`config.mk`:
```
export PLATFORM = sky130hd
export DESIGN_NAME = exu_ldst_queue
export DESIGN_NICKNAME = d
export VERILOG_FILES = /design/src/rtl/exu_ldst_queue.sv
export SDC_FILE = /design/constraint.sdc
export NUM_CORES = 1
export LEC_CHECK = 0
export ABC_AREA = 1
export CAP_MARGIN = 10
export CORE_ASPECT_RATIO = 0.75
export CORE_UTILIZATION = 56
export CTS_CLUSTER_DIAMETER = 150
export DETAILED_ROUTE_END_ITERATION = 8
export HOLD_SLACK_MARGIN = 0.03
export PLACE_DENSITY = 0.82
export SYNTH_ARGS = -nofsm -noshare
export SYNTH_HDL_FRONTEND = slang
export SYNTH_SLANG_ARGS = --single-unit
```
`constraint.sdc`:
```
create_clock -name clk -period 7.9 [get_ports clk]
set_input_delay 1.185 -clock clk [delete_from_list [all_inputs] [get_ports clk]]
set_output_delay 1.185 -clock clk [all_outputs]
set_load 0.01 [all_outputs]
```
`src/rtl/exu_ldst_queue.sv`:
```
// exu_ldst_queue: execute-stage load/store unit with an in-order tag FIFO.
// Computes the effective address and issues lane-aligned, byte-strobed memory
// requests. Up to MAX_OUTST accesses may be outstanding. Responses become GPR
// write-backs or access-fault exceptions. Illegal or misaligned operations are
// consumed without a request and reported as registered exceptions.
//
// Handshakes: a transfer happens on a rising clk edge where valid and ready are
// both 1. Valid never depends on ready of the same channel. issue_rdy may
// depend on req_rdy, because a good operation moves issue->req combinationally.
module exu_ldst_queue #(
  parameter int XLEN      = 32,
  parameter int GPR_AW    = 5,
  parameter int MAX_OUTST = 4
) (
  input  logic              clk,
  input  logic              rst,
  // operation from the EXU
  input  logic              issue_vld,
  output logic              issue_rdy,
  input  logic              issue_st,
  input  logic [2:0]        issue_funct3,
  input  logic [GPR_AW-1:0] issue_rd,
  input  logic [XLEN-1:0]   issue_base,
  input  logic [XLEN-1:0]   issue_offset,
  input  logic [XLEN-1:0]   issue_wdata,
  // data-memory request channel
  output logic              req_vld,
  input  logic              req_rdy,
  output logic [XLEN-1:0]   req_addr,
  output logic              req_st,
  output logic [XLEN-1:0]   req_data,
  output logic [XLEN/8-1:0] req_strobe,
  // data-memory response channel
  input  logic              rsp_vld,
  output logic              rsp_rdy,
  input  logic [XLEN-1:0]   rsp_data,
  input  logic              rsp_err,
  // GPR write port
  output logic              wb_en,
  output logic [GPR_AW-1:0] wb_addr,
  output logic [XLEN-1:0]   wb_data,
  // exception report
  output logic              excp_vld,
  output logic [1:0]        excp_cause,
  output logic [XLEN-1:0]   excp_addr,
  // status
  output logic              busy,
  output logic              proto_err
);

  localparam int  SW   = XLEN / 8;
  localparam int  OW   = $clog2(SW);
  localparam int  PW   = (MAX_OUTST > 1) ? $clog2(MAX_OUTST) : 1;
  localparam int  CW   = $clog2(MAX_OUTST + 1);
  localparam int  EW   = 1 + 3 + GPR_AW + OW + XLEN;
  localparam bit  IS64 = (XLEN == 64);

  // issue-side decode
  logic [XLEN-1:0] ea;
  logic [OW-1:0]   off;
  logic [31:0]     nbytes;
  logic            legal;
  logic            misalign;
  logic            bad;
  logic [1:0]      bad_cause;
  logic [SW-1:0]   strb_base;

  // FIFO state
  logic [EW-1:0]   fifo_mem [MAX_OUTST];
  logic [PW-1:0]   wr_ptr;
  logic [PW-1:0]   rd_ptr;
  logic [CW-1:0]   count;
  logic            full;
  logic            empty;
  logic            push;
  logic            pop;
  logic            bad_hs;
  logic            fault;

  // FIFO head fields
  logic [EW-1:0]     head;
  logic [XLEN-1:0]   h_ea;
  logic [OW-1:0]     h_off;
  logic [GPR_AW-1:0] h_rd;
  logic [2:0]        h_f3;
  logic              h_st;

  // load data alignment / extension
  logic [XLEN-1:0] sh;
  logic [XLEN-1:0] ext_mask;
  logic [XLEN-1:0] top_bit;
  logic            sgn;

  // pending issue-side exception (deferred behind a response fault)
  logic            pend_vld;
  logic [1:0]      pend_cause;
  logic [XLEN-1:0] pend_addr;

  // Decode the incoming operation: address, legality, alignment, byte mask.
  always_comb begin
    ea     = issue_base + issue_offset;
    off    = ea[OW-1:0];
    nbytes = 32'd1 << issue_funct3[1:0];
    legal  = 1'b0;
    if (issue_st) begin
      legal = (issue_funct3 <= 3'd2) || (IS64 && (issue_funct3 == 3'd3));
    end else begin
      case (issue_funct3)
        3'd0, 3'd1, 3'd2, 3'd4, 3'd5: legal = 1'b1;
        3'd3, 3'd6:                   legal = IS64;
        default:                      legal = 1'b0;
      endcase
    end
    misalign  = (off & OW'(nbytes - 32'd1)) != '0;
    bad       = ~legal | misalign;
    bad_cause = ~legal ? 2'd3 : (issue_st ? 2'd1 : 2'd0);
    strb_base = '0;
    for (int i = 0; i < SW; i++) begin
      strb_base[i] = (32'(i) < nbytes);
    end
  end

  assign full  = (count == CW'(MAX_OUTST));
  assign empty = (count == '0);
  assign busy  = ~empty;

  // A good op needs a free slot and memory acceptance; a bad op is swallowed
  // unless an earlier exception is still waiting for the report register.
  assign issue_rdy  = ~pend_vld & (bad | (req_rdy & ~full));
  assign req_vld    = issue_vld & ~pend_vld & ~bad & ~full;
  assign req_addr   = {ea[XLEN-1:OW], {OW{1'b0}}};
  assign req_st     = issue_st;
  assign req_data   = issue_wdata << {off, 3'b000};
  assign req_strobe = strb_base << off;

  assign push   = req_vld & req_rdy;
  assign bad_hs = issue_vld & issue_rdy & bad;

  assign head  = fifo_mem[rd_ptr];
  assign h_ea  = head[XLEN-1:0];
  assign h_off = head[XLEN +: OW];
  assign h_rd  = head[XLEN+OW +: GPR_AW];
  assign h_f3  = head[XLEN+OW+GPR_AW +: 3];
  assign h_st  = head[EW-1];

  assign rsp_rdy = 1'b1;
  assign pop     = rsp_vld & ~empty;
  assign fault   = pop & rsp_err;

  // Shift the addressed bytes down and sign/zero-extend by access size.
  always_comb begin
    sh       = rsp_data >> {h_off, 3'b000};
    ext_mask = ~({XLEN{1'b1}} << (32'd8 << h_f3[1:0]));
    top_bit  = ext_mask & ~(ext_mask >> 1);
    sgn      = |(sh & top_bit);
    wb_data  = (sh & ext_mask) | ((~h_f3[2] & sgn) ? ~ext_mask : '0);
  end

  assign wb_en   = pop & ~h_st & ~rsp_err & (h_rd != '0);
  assign wb_addr = h_rd;

  // FIFO payload storage; only the pointers and count need a reset.
  always_ff @(posedge clk) begin
    if (push) begin
      fifo_mem[wr_ptr] <= {issue_st, issue_funct3, issue_rd, off, ea};
    end
  end

  // FIFO pointers and occupancy; full is taken from the registered count.
  always_ff @(posedge clk or posedge rst) begin
    if (rst) begin
      wr_ptr <= '0;
      rd_ptr <= '0;
      count  <= '0;
    end else begin
      if (push) begin
        wr_ptr <= (wr_ptr == PW'(MAX_OUTST - 1)) ? '0 : wr_ptr + 1'b1;
      end
      if (pop) begin
        rd_ptr <= (rd_ptr == PW'(MAX_OUTST - 1)) ? '0 : rd_ptr + 1'b1;
      end
      case ({push, pop})
        2'b10:   count <= count + CW'(1);
        2'b01:   count <= count - CW'(1);
        default: count <= count;
      endcase
    end
  end

  // Exception report register: response faults win, a displaced issue-side
  // exception waits one cycle in the pending register.
  always_ff @(posedge clk or posedge rst) begin
    if (rst) begin
      excp_vld   <= 1'b0;
      excp_cause <= 2'd0;
      excp_addr  <= '0;
      pend_vld   <= 1'b0;
      pend_cause <= 2'd0;
      pend_addr  <= '0;
    end else begin
      excp_vld <= 1'b0;
      if (fault) begin
        excp_vld   <= 1'b1;
        excp_cause <= 2'd2;
        excp_addr  <= h_ea;
        if (bad_hs) begin
          pend_vld   <= 1'b1;
          pend_cause <= bad_cause;
          pend_addr  <= ea;
        end
      end else if (pend_vld) begin
        excp_vld   <= 1'b1;
        excp_cause <= pend_cause;
        excp_addr  <= pend_addr;
        pend_vld   <= 1'b0;
      end else if (bad_hs) begin
        excp_vld   <= 1'b1;
        excp_cause <= bad_cause;
        excp_addr  <= ea;
      end
    end
  end

  // Sticky flag for a response that had no outstanding request to match.
  always_ff @(posedge clk or posedge rst) begin
    if (rst) begin
      proto_err <= 1'b0;
    end else if (rsp_vld & empty) begin
      proto_err <= 1'b1;
    end
  end

endmodule
```
==> results of run 1 <==
[cell usage after synthesis (2+ instances only)]
master,instances
o221ai_1,5
xor2_1,12
nand2_4,2
buf_4,36
o211ai_1,11
buf_2,20
nand2_2,14
o21bai_1,2
fa_1,2
nor3_1,9
dfrtp_1,78
xnor2_1,6
buf_1,6
nor2_1,133
buf_6,5
nand2_1,572
inv_4,2
o22ai_1,13
nand3_2,2
a22oi_1,6
nand3_1,106
a21oi_1,94
nor2_4,3
edfxtp_1,164
mux2i_1,8
or2_2,3
inv_1,245
clkbuf_1,36
a221o_1,2
a32o_1,2
ha_1,39
inv_2,11
conb_1,2
o21ai_0,112
o21ai_1,14
[flip-flops by register name (all words and copies together) (netlist names)]
register / count
fifo_mem: 164
excp_addr: 32
pend_addr: 32
count: 3
excp_cause: 2
pend_cause: 2
rd_ptr: 2
wr_ptr: 2
excp_vld: 1
pend_vld: 1
proto_err: 1
[critical path, cell delays in order, from the launching register on]
cell and delay, ns:
dfrtp_2 0.42, inv_2 0.62, buf_4 0.44, nand2_1 0.08
nand3_1 0.09, nand2_2 0.39, inv_2 0.47, nand2_1 0.10
nand3_1 0.11, nand3_1 0.10, nand3_2 0.13, nand3_4 0.24
nand2_1 0.13, clkdlybuf4s50_1 0.60
[metal layers]
layer	global-route usage, %	share of wire (%)	up-vias
li1	-	-	6129
met1	45.5	42	6008
met2	49.5	45	716
met3	6.25	9.9	90
met4	9.53	2.8	0
met5	0	0	-
[logic make-up (layout without fill, tap and decap cells)]
group / count (synthesis) / count (layout)
buffers and inverters: 362 / 598
other: 2 / 3
DFF: 242 / 242
muxes: 8 / 8
and+or+nand+nor: 847 / 847
AOI/OAI and AO/OA: 264 / 264
xor gates and xnor gates: 18 / 18
adders and majority gates: 41 / 41
[where the power goes]
part	switching (mW)	total, mW	internal [mW]
clock	0.457	1.04	0.583
combinational	1.53	2.60	1.07
sequential	0.142	1.74	1.60
[per-stage QoR]
stage / utilization (%) / hold slack, ns / area [sq um]
finish: 72.3 / 0.479 / 17600
global route: 72.3 / 0.511 / 17600
CTS: 72.3 / 0.479 / 17600
detailed placement: 69.5 / 0.461 / 16900
global placement: 69.5 / 0.456 / 16900
floorplan: - / 0.442 / 14100
[cells in the final DEF, fill, tap and decap left out, types with 13 or more instances in the layout]
master | synthesis | final
clkbuf_16 | 0 | 22
buf_4 | 36 | 14
dfrtp_1 | 78 | 77
nor2_1 | 133 | 128
inv_1 | 245 | 244
clkdlybuf4s50_1 | 0 | 286
ha_1 | 39 | 39
nand2_1 | 572 | 572
o21ai_0 | 112 | 112
edfxtp_1 | 164 | 164
nand3_1 | 106 | 106
a21oi_1 | 94 | 94
nand2_2 | 14 | 14
o21ai_1 | 14 | 14
o22ai_1 | 13 | 13
[cell type report]
cell class              count  area [sq um]  area share (%)
clock buffers              30           581            3.30
clock inverters            10           106           0.604
inverters                 258           975            5.54
multi-input cells        1181          5670            32.2
flip-flops and latches    242          6880            39.1
well taps                 331           414            2.35
repair buffers            300          2970            16.9
[worst max-delay path by stage]
| stage | startpoint | endpoint | slack [ns] |
|---|---|---|---|
| CTS | rd_ptr[0] | wb_data[18] | 2.34 |
| detailed placement | issue_base[0] | fifo_mem[1][4] | 2.52 |
| global placement | issue_base[0] | fifo_mem[1][14] | 2.57 |
| global route | rd_ptr[0] | wb_data[18] | 1.96 |
| finish | rd_ptr[0] | wb_data[18] | 2.25 |
| floorplan | issue_base[0] | fifo_mem[0][10] | 2.96 |
==> flow_summary_export.csv, run 1 <==
group,metric,value,unit
run_status,outcome,"finished clean",
logic_synthesis,yosysSeqAreaShare,48.8,%
clock_network,cts_tree,"done",
floorplanning,core_area,24300,sq um
logic_synthesis,synth_ff_type,"edfxtp_1",
drt,drt_iter0_drc,1417,
cells_and_area,areaGrowthSynthToFinish,24.9,%
sta,fin_crit,5.65,ns
drt,finalWirelength,41700,microns
worst_hold_path,hold_end,"pend_addr[10]",
logic_synthesis,synth-simple-area-share,24.4,%
setup_path,reg2reg_from,"count[1]",
sta,slew_headroom,24.9,%
logic_synthesis,synth.avg_cell_area,7.90,sq um
sta,layout_worst_path_cycle_share,71.5,%
place,dpl.hpwl,29200,microns
global_routing,grt-ovfl-total,0,
place,numPortBuffers,286,
floorplanning,rows,49,
global_routing,grt_pass1_wl,64100,microns
logic_synthesis,synth_top_family_by_area,"simple AND/OR/NAND/NOR gates",
clock_network,cts_resized,0,
setup_path,reg2regPathDepth,10,
pwr,power_leakage,8.11,nW
logic_synthesis,synth_top_area_cell,"edfxtp_1",
floorplanning,die_x,185,microns
logic_synthesis,ys_types,42,
place,place.gp.congestion,0.930,
cells_and_area,antenna_cells,0,
sta,finalSetupTns,0,ns
sta,setup_violations,0,
drt,viasPerCell,5.50,
place,dp_slack,2.52,ns
logic_synthesis,yosys_register_bits,242,
sta,rsz0062_at_grt,"no",
cells_and_area,final-instance-count-excl-fill,2352,
drt,ant_nets,0,
sta,final-hold-violation-count,0,
logic_synthesis,ys_async_sr_fraction,32.2,%
pwr,power.total,5.38,mW
logic_synthesis,synth_cells,1784,
cells_and_area,fill_cells,1826,
run,cap_violations,0,
setup_path,r2r_slack,4.49,ns
clock_network,insertion_delay,0.52,ns
place,place_inst,2312,
clock_network,clock_path_buffers,3,
worst_hold_path,hold_class,"reg -> reg",
logic_synthesis,ys_warn_count,0,
logic_synthesis,synthMuxAreaShare,0.568,%
setup_path,r2r-end,"pend_addr[26]",
floorplanning,initial_core_util,57.9,%
clock_network,cts_made_buffers,22,
sta,postLayoutSetupSlackWorst,2.25,ns
sta,timing.fmax,177,MHz
logic_synthesis,syn_area,14100,sq um
clock_network,post_cts_buffers,0,
cells_and_area,drive_above_1_share,4.21,%
logic_synthesis,synth_xor_area_share,1.12,%
setup_path,crit_fanout,43,
setup_path,end_kind,"output port",
global_routing,grt_max_degree,97,
global_routing,antenna_found_initial,0,
global_routing,grt_pass1_vias,12084,
logic_synthesis,synthTopCellsByArea,"edfxtp_1 35%, nand2_1 15%, dfrtp_1 14%, inv_1 6.5%, o21ai_0 4.0%",
sta,clock-skew-final,0.0212,ns
clock_network,ctsRootBufferMaster,"clkbuf_16",
pwr,vdd_drop_max,0.216,mV
setup_path,required,6.71,ns
clock_network,clkTransAtPathRegs,0.06,ns
logic_synthesis,synth_fa_ha_area_share,3.75,%
global_routing,grtUsageTotal,31.9,%
pwr,powerDensity,306,nW/um^2
worst_hold_path,min_from,"pend_addr[10]",
logic_synthesis,synth_edf_count,164,
clock_network,hold_buffers,0,
floorplanning,die_h,139,microns
setup_path,worstSetupPathType,"reg -> out",
drt,routedWlPerCell,17.7,microns
floorplanning,die-area,25800,sq um
setup_path,critical_path.startpoint_type,"flop",
worst_hold_path,min_path_cells,2,
setup_path,cp_data_arrival_time,4.47,ns
drt,drc,0,
logic_synthesis,synth_top_cell_area_share,35.0,%
drt,vias,12943,
logic_synthesis,synth-compound-area-share,10.2,%
clock_network,cts_max_level,1,
sta,worst_slew_pin_slew,1.12,ns
floorplanning,ios,290,
clock_network,cts_sinks,242,
cells_and_area,nets,2189,
sta,maxSlewViolCount,0,
drt,drt-pass1-iter-count,5,
Power figures use the tool's default switching activity.
==> inputs of run 2 (changes only) <==
--- a/config.mk
+++ b/config.mk
@@ -8,11 +8,11 @@
 export ABC_AREA = 1
 export CAP_MARGIN = 10
 export CORE_ASPECT_RATIO = 0.75
-export CORE_UTILIZATION = 56
+export CORE_UTILIZATION = 47
 export CTS_CLUSTER_DIAMETER = 150
 export DETAILED_ROUTE_END_ITERATION = 8
 export HOLD_SLACK_MARGIN = 0.03
-export PLACE_DENSITY = 0.82
+export PLACE_DENSITY = 0.73
 export SYNTH_ARGS = -nofsm -noshare
 export SYNTH_HDL_FRONTEND = slang
 export SYNTH_SLANG_ARGS = --single-unit
==> constraint.sdc (replaced) <==
create_clock -name clk -period 4.6 [get_ports clk]
set_input_delay 0.69 -clock clk [delete_from_list [all_inputs] [get_ports clk]]
set_output_delay 0.69 -clock clk [all_outputs]
set_load 0.01 [all_outputs]
==> run 2 against run 1 <==
Net effect: clock skew is 0.0065 ns lower; utilization is 11 points lower; largest cell class unchanged; final cell count is 3.4% higher; first-iteration DRC count is 17% lower; global-route usage is 4.8 points lower; critical path depth is 2 lower; worst hold slack better by 0.00071 ns; critical path type is now in -> out; sequential share of layout area is 0.60 points lower; clock power is 73% higher; largest power group unchanged; sequential power is 72% higher.
==> flow_summary_export.csv, run 2 (synthesis gave the netlist of run 1 again) <==
group,metric,value,unit
cells_and_area,antenna_cells,0,
setup_path,cpMaxStageDelayCell,"clkdlybuf4s50_1",
clock_network,cts_sinks,242,
setup_path,cp_top_family,"simple AND/OR/NAND/NOR gates",
sta,worst_slew_pin_slew,0.971,ns
worst_hold_path,hold_class,"reg -> reg",
sta,finalSetupTns,0,ns
sta,layout_worst_path_cycle_share,93.3,%
global_routing,grtUsageMet2,43.3,%
setup_path,worstSetupPathType,"in -> out",
global_routing,antenna_found_initial,0,
drt,finalWirelength,41900,microns
place,dpl.hpwl,29800,microns
global_routing,grt_max_degree,88,
cells_and_area,largest_reg_flops,164,
clock_network,post_cts_buffers,0,
drt,drc,0,
global_routing,busiest_layer,"met2",
clock_network,cts_made_buffers,21,
setup_path,critical_path.startpoint_type,"primary input",
cells_and_area,final_cell_mix,"572 x nand2_1, 286 x clkdlybuf4s50_1, 244 x inv_1, 164 x edfxtp_1, 128 x nor2_1",
drt,viasPerCell,5.17,
sta,timing.fmax,233,MHz
clock_network,insertion_delay,0.52,ns
setup_path,crit_cells,11,
setup_path,critPathMaxStageDelay,0.62,ns
sta,slew_headroom,35.2,%
pwr,power.total,9.29,mW
drt,ant_nets,0,
clock_network,cts_tree,"done",
global_routing,grt_pass1_vias,11893,
cells_and_area,top_regs,"fifo_mem x164, excp_addr x32, pend_addr x32",
clock_network,hold_buffers,0,
floorplanning,die-area,30700,sq um
floorplanning,rows,54,
drt,drt-pass1-iter-count,6,
drt,drt_iter0_drc,1176,
run,cap_violations,0,
worst_hold_path,min_path_cells,2,
cells_and_area,nets,2210,
cells_and_area,areaGrowthSynthToFinish,26.9,%
pwr,power_leakage,8.25,nW
clock_network,clock_path_buffers,3,
global_routing,grtUsageTotal,27.2,%
cells_and_area,layout_commonest_cell,"nand2_1",
setup_path,crit_fanout,6,
pwr,powerDensity,520,nW/um^2
clock_network,ctsRootBufferMaster,"clkbuf_16",
setup_path,crit_path_frequent_cell,"nand3_1",
setup_path,reg2regPathDepth,8,
sta,clock-skew-final,0.0147,ns
pwr,vdd_drop_max,0.300,mV
floorplanning,initial_core_util,48.2,%
global_routing,grt-ovfl-total,0,
drt,vias,12567,
cells_and_area,top_register,"fifo_mem",
run_status,outcome,"finished clean",
drt,routedWlPerCell,17.2,microns
place,place.gp.congestion,0.930,
global_routing,grt_pass1_wl,66100,microns
sta,final-hold-violation-count,0,
sta,setup_violations,0,
setup_path,path_cells,"clkdlybuf4s50_1 > ha_1 > fa_1 > nand3_1 > nand3_1 > nand3_1 > nand3_1 > nand2_1 > nand3_1 > nand2_1 > clkdlybuf4s50_1",
setup_path,critPathBufInv,2,
floorplanning,core_area,29300,sq um
clock_network,clkTransAtPathRegs,0.06,ns
clock_network,cts_max_level,1,
cells_and_area,drive_above_1_share,5.59,%
clock_network,cts_resized,0,
sta,fin_crit,4.29,ns
global_routing,grt_util_met1,39.9,%
sta,maxSlewViolCount,0,
cells_and_area,utilization,61.1,%
global_routing,met3_usage,3.65,%
setup_path,cp_data_arrival_time,3.60,ns
sta,hold_slack,0.480,ns
setup_path,end_kind,"output port",
floorplanning,die_x,202,microns
floorplanning,ios,290,
sta,rsz0062_at_grt,"no",
setup_path,required,3.91,ns
floorplanning,die_h,152,microns
place,numPortBuffers,286,
run 2: cell types whose count changed in the layout (fill, tap and decap cells not counted):
cell	delta
buf_4	+19
clkinv_2	+6
clkbuf_1	-5
clkinv_1	-4
buf_12	+3
clkbuf_8	+3
clkbuf_16	-1
clkinv_8	-1
clkinvlp_4	-1
inv_6	+1
run 2: path summary, 6_finish.rpt:
check,from,endpoint,slack [ns]
max in group asynchronous,rst,rd_ptr[0],2.95
hold reg to reg,pend_addr[12],pend_addr[12],0.48
min in group asynchronous,rst,excp_addr[15],0.66
setup / recovery,issue_base[0],req_addr[28],0.31
setup reg to reg,pend_vld,excp_addr[11],1.75
hold / removal,pend_addr[12],pend_addr[12],0.48
run 2: per-stage QoR:
stage / instance area, sq um / std cells / setup WS [ns]
after floorplan: 14100 / 1785 / 0.155
after global placement: 17200 / 2395 / 0.396
after detailed placement: 17200 / 2395 / 0.351
after CTS: 17900 / 2433 / 0.343
after global routing: 17900 / 2433 / 0.184
final: 17900 / 2433 / 0.309
run 2: metal layers:
| metal | share of wire [%] | routed length (microns) |
|---|---|---|
| met1 | 44 | 18600 |
| met2 | 46 | 19300 |
| met3 | 7.9 | 3310 |
| met4 | 1.8 | 761 |
| met5 | 0 | 0 |
run 2: layout make-up:
| type | instances | area, sq um |
|---|---|---|
| Clock buffer | 27 | 578 |
| Clock inverter | 11 | 106 |
| Sequential cell | 242 | 6880 |
| Timing Repair Buffer | 322 | 3170 |
| Fill cell | 2526 | 11400 |
| Tap cell | 392 | 490 |
| Inverter | 258 | 975 |
| Multi-Input combinational cell | 1181 | 5670 |
run 2: where the power goes:
group          leakage (nW)  internal [mW]  switching (mW)
registers              2.43           2.75           0.243
clock network         0.343           1.00           0.797
logic                  5.47           1.88            2.61
run 2: worst min-delay path, cell delays in order, from the launching register on:
cell and delay (ns):
dfrtp_1 0.34, nand2_1 0.05, nand2_1 0.05
==> inputs of run 3 (changes only) <==
--- a/config.mk
+++ b/config.mk
@@ -13,6 +13,7 @@
 export DETAILED_ROUTE_END_ITERATION = 8
 export HOLD_SLACK_MARGIN = 0.03
 export PLACE_DENSITY = 0.73
+export SETUP_SLACK_MARGIN = 0.05
 export SYNTH_ARGS = -nofsm -noshare
 export SYNTH_HDL_FRONTEND = slang
 export SYNTH_SLANG_ARGS = --single-unit
==> results of run 3 <==
The final DEF is identical to that of run 2; final timing and power are the same.
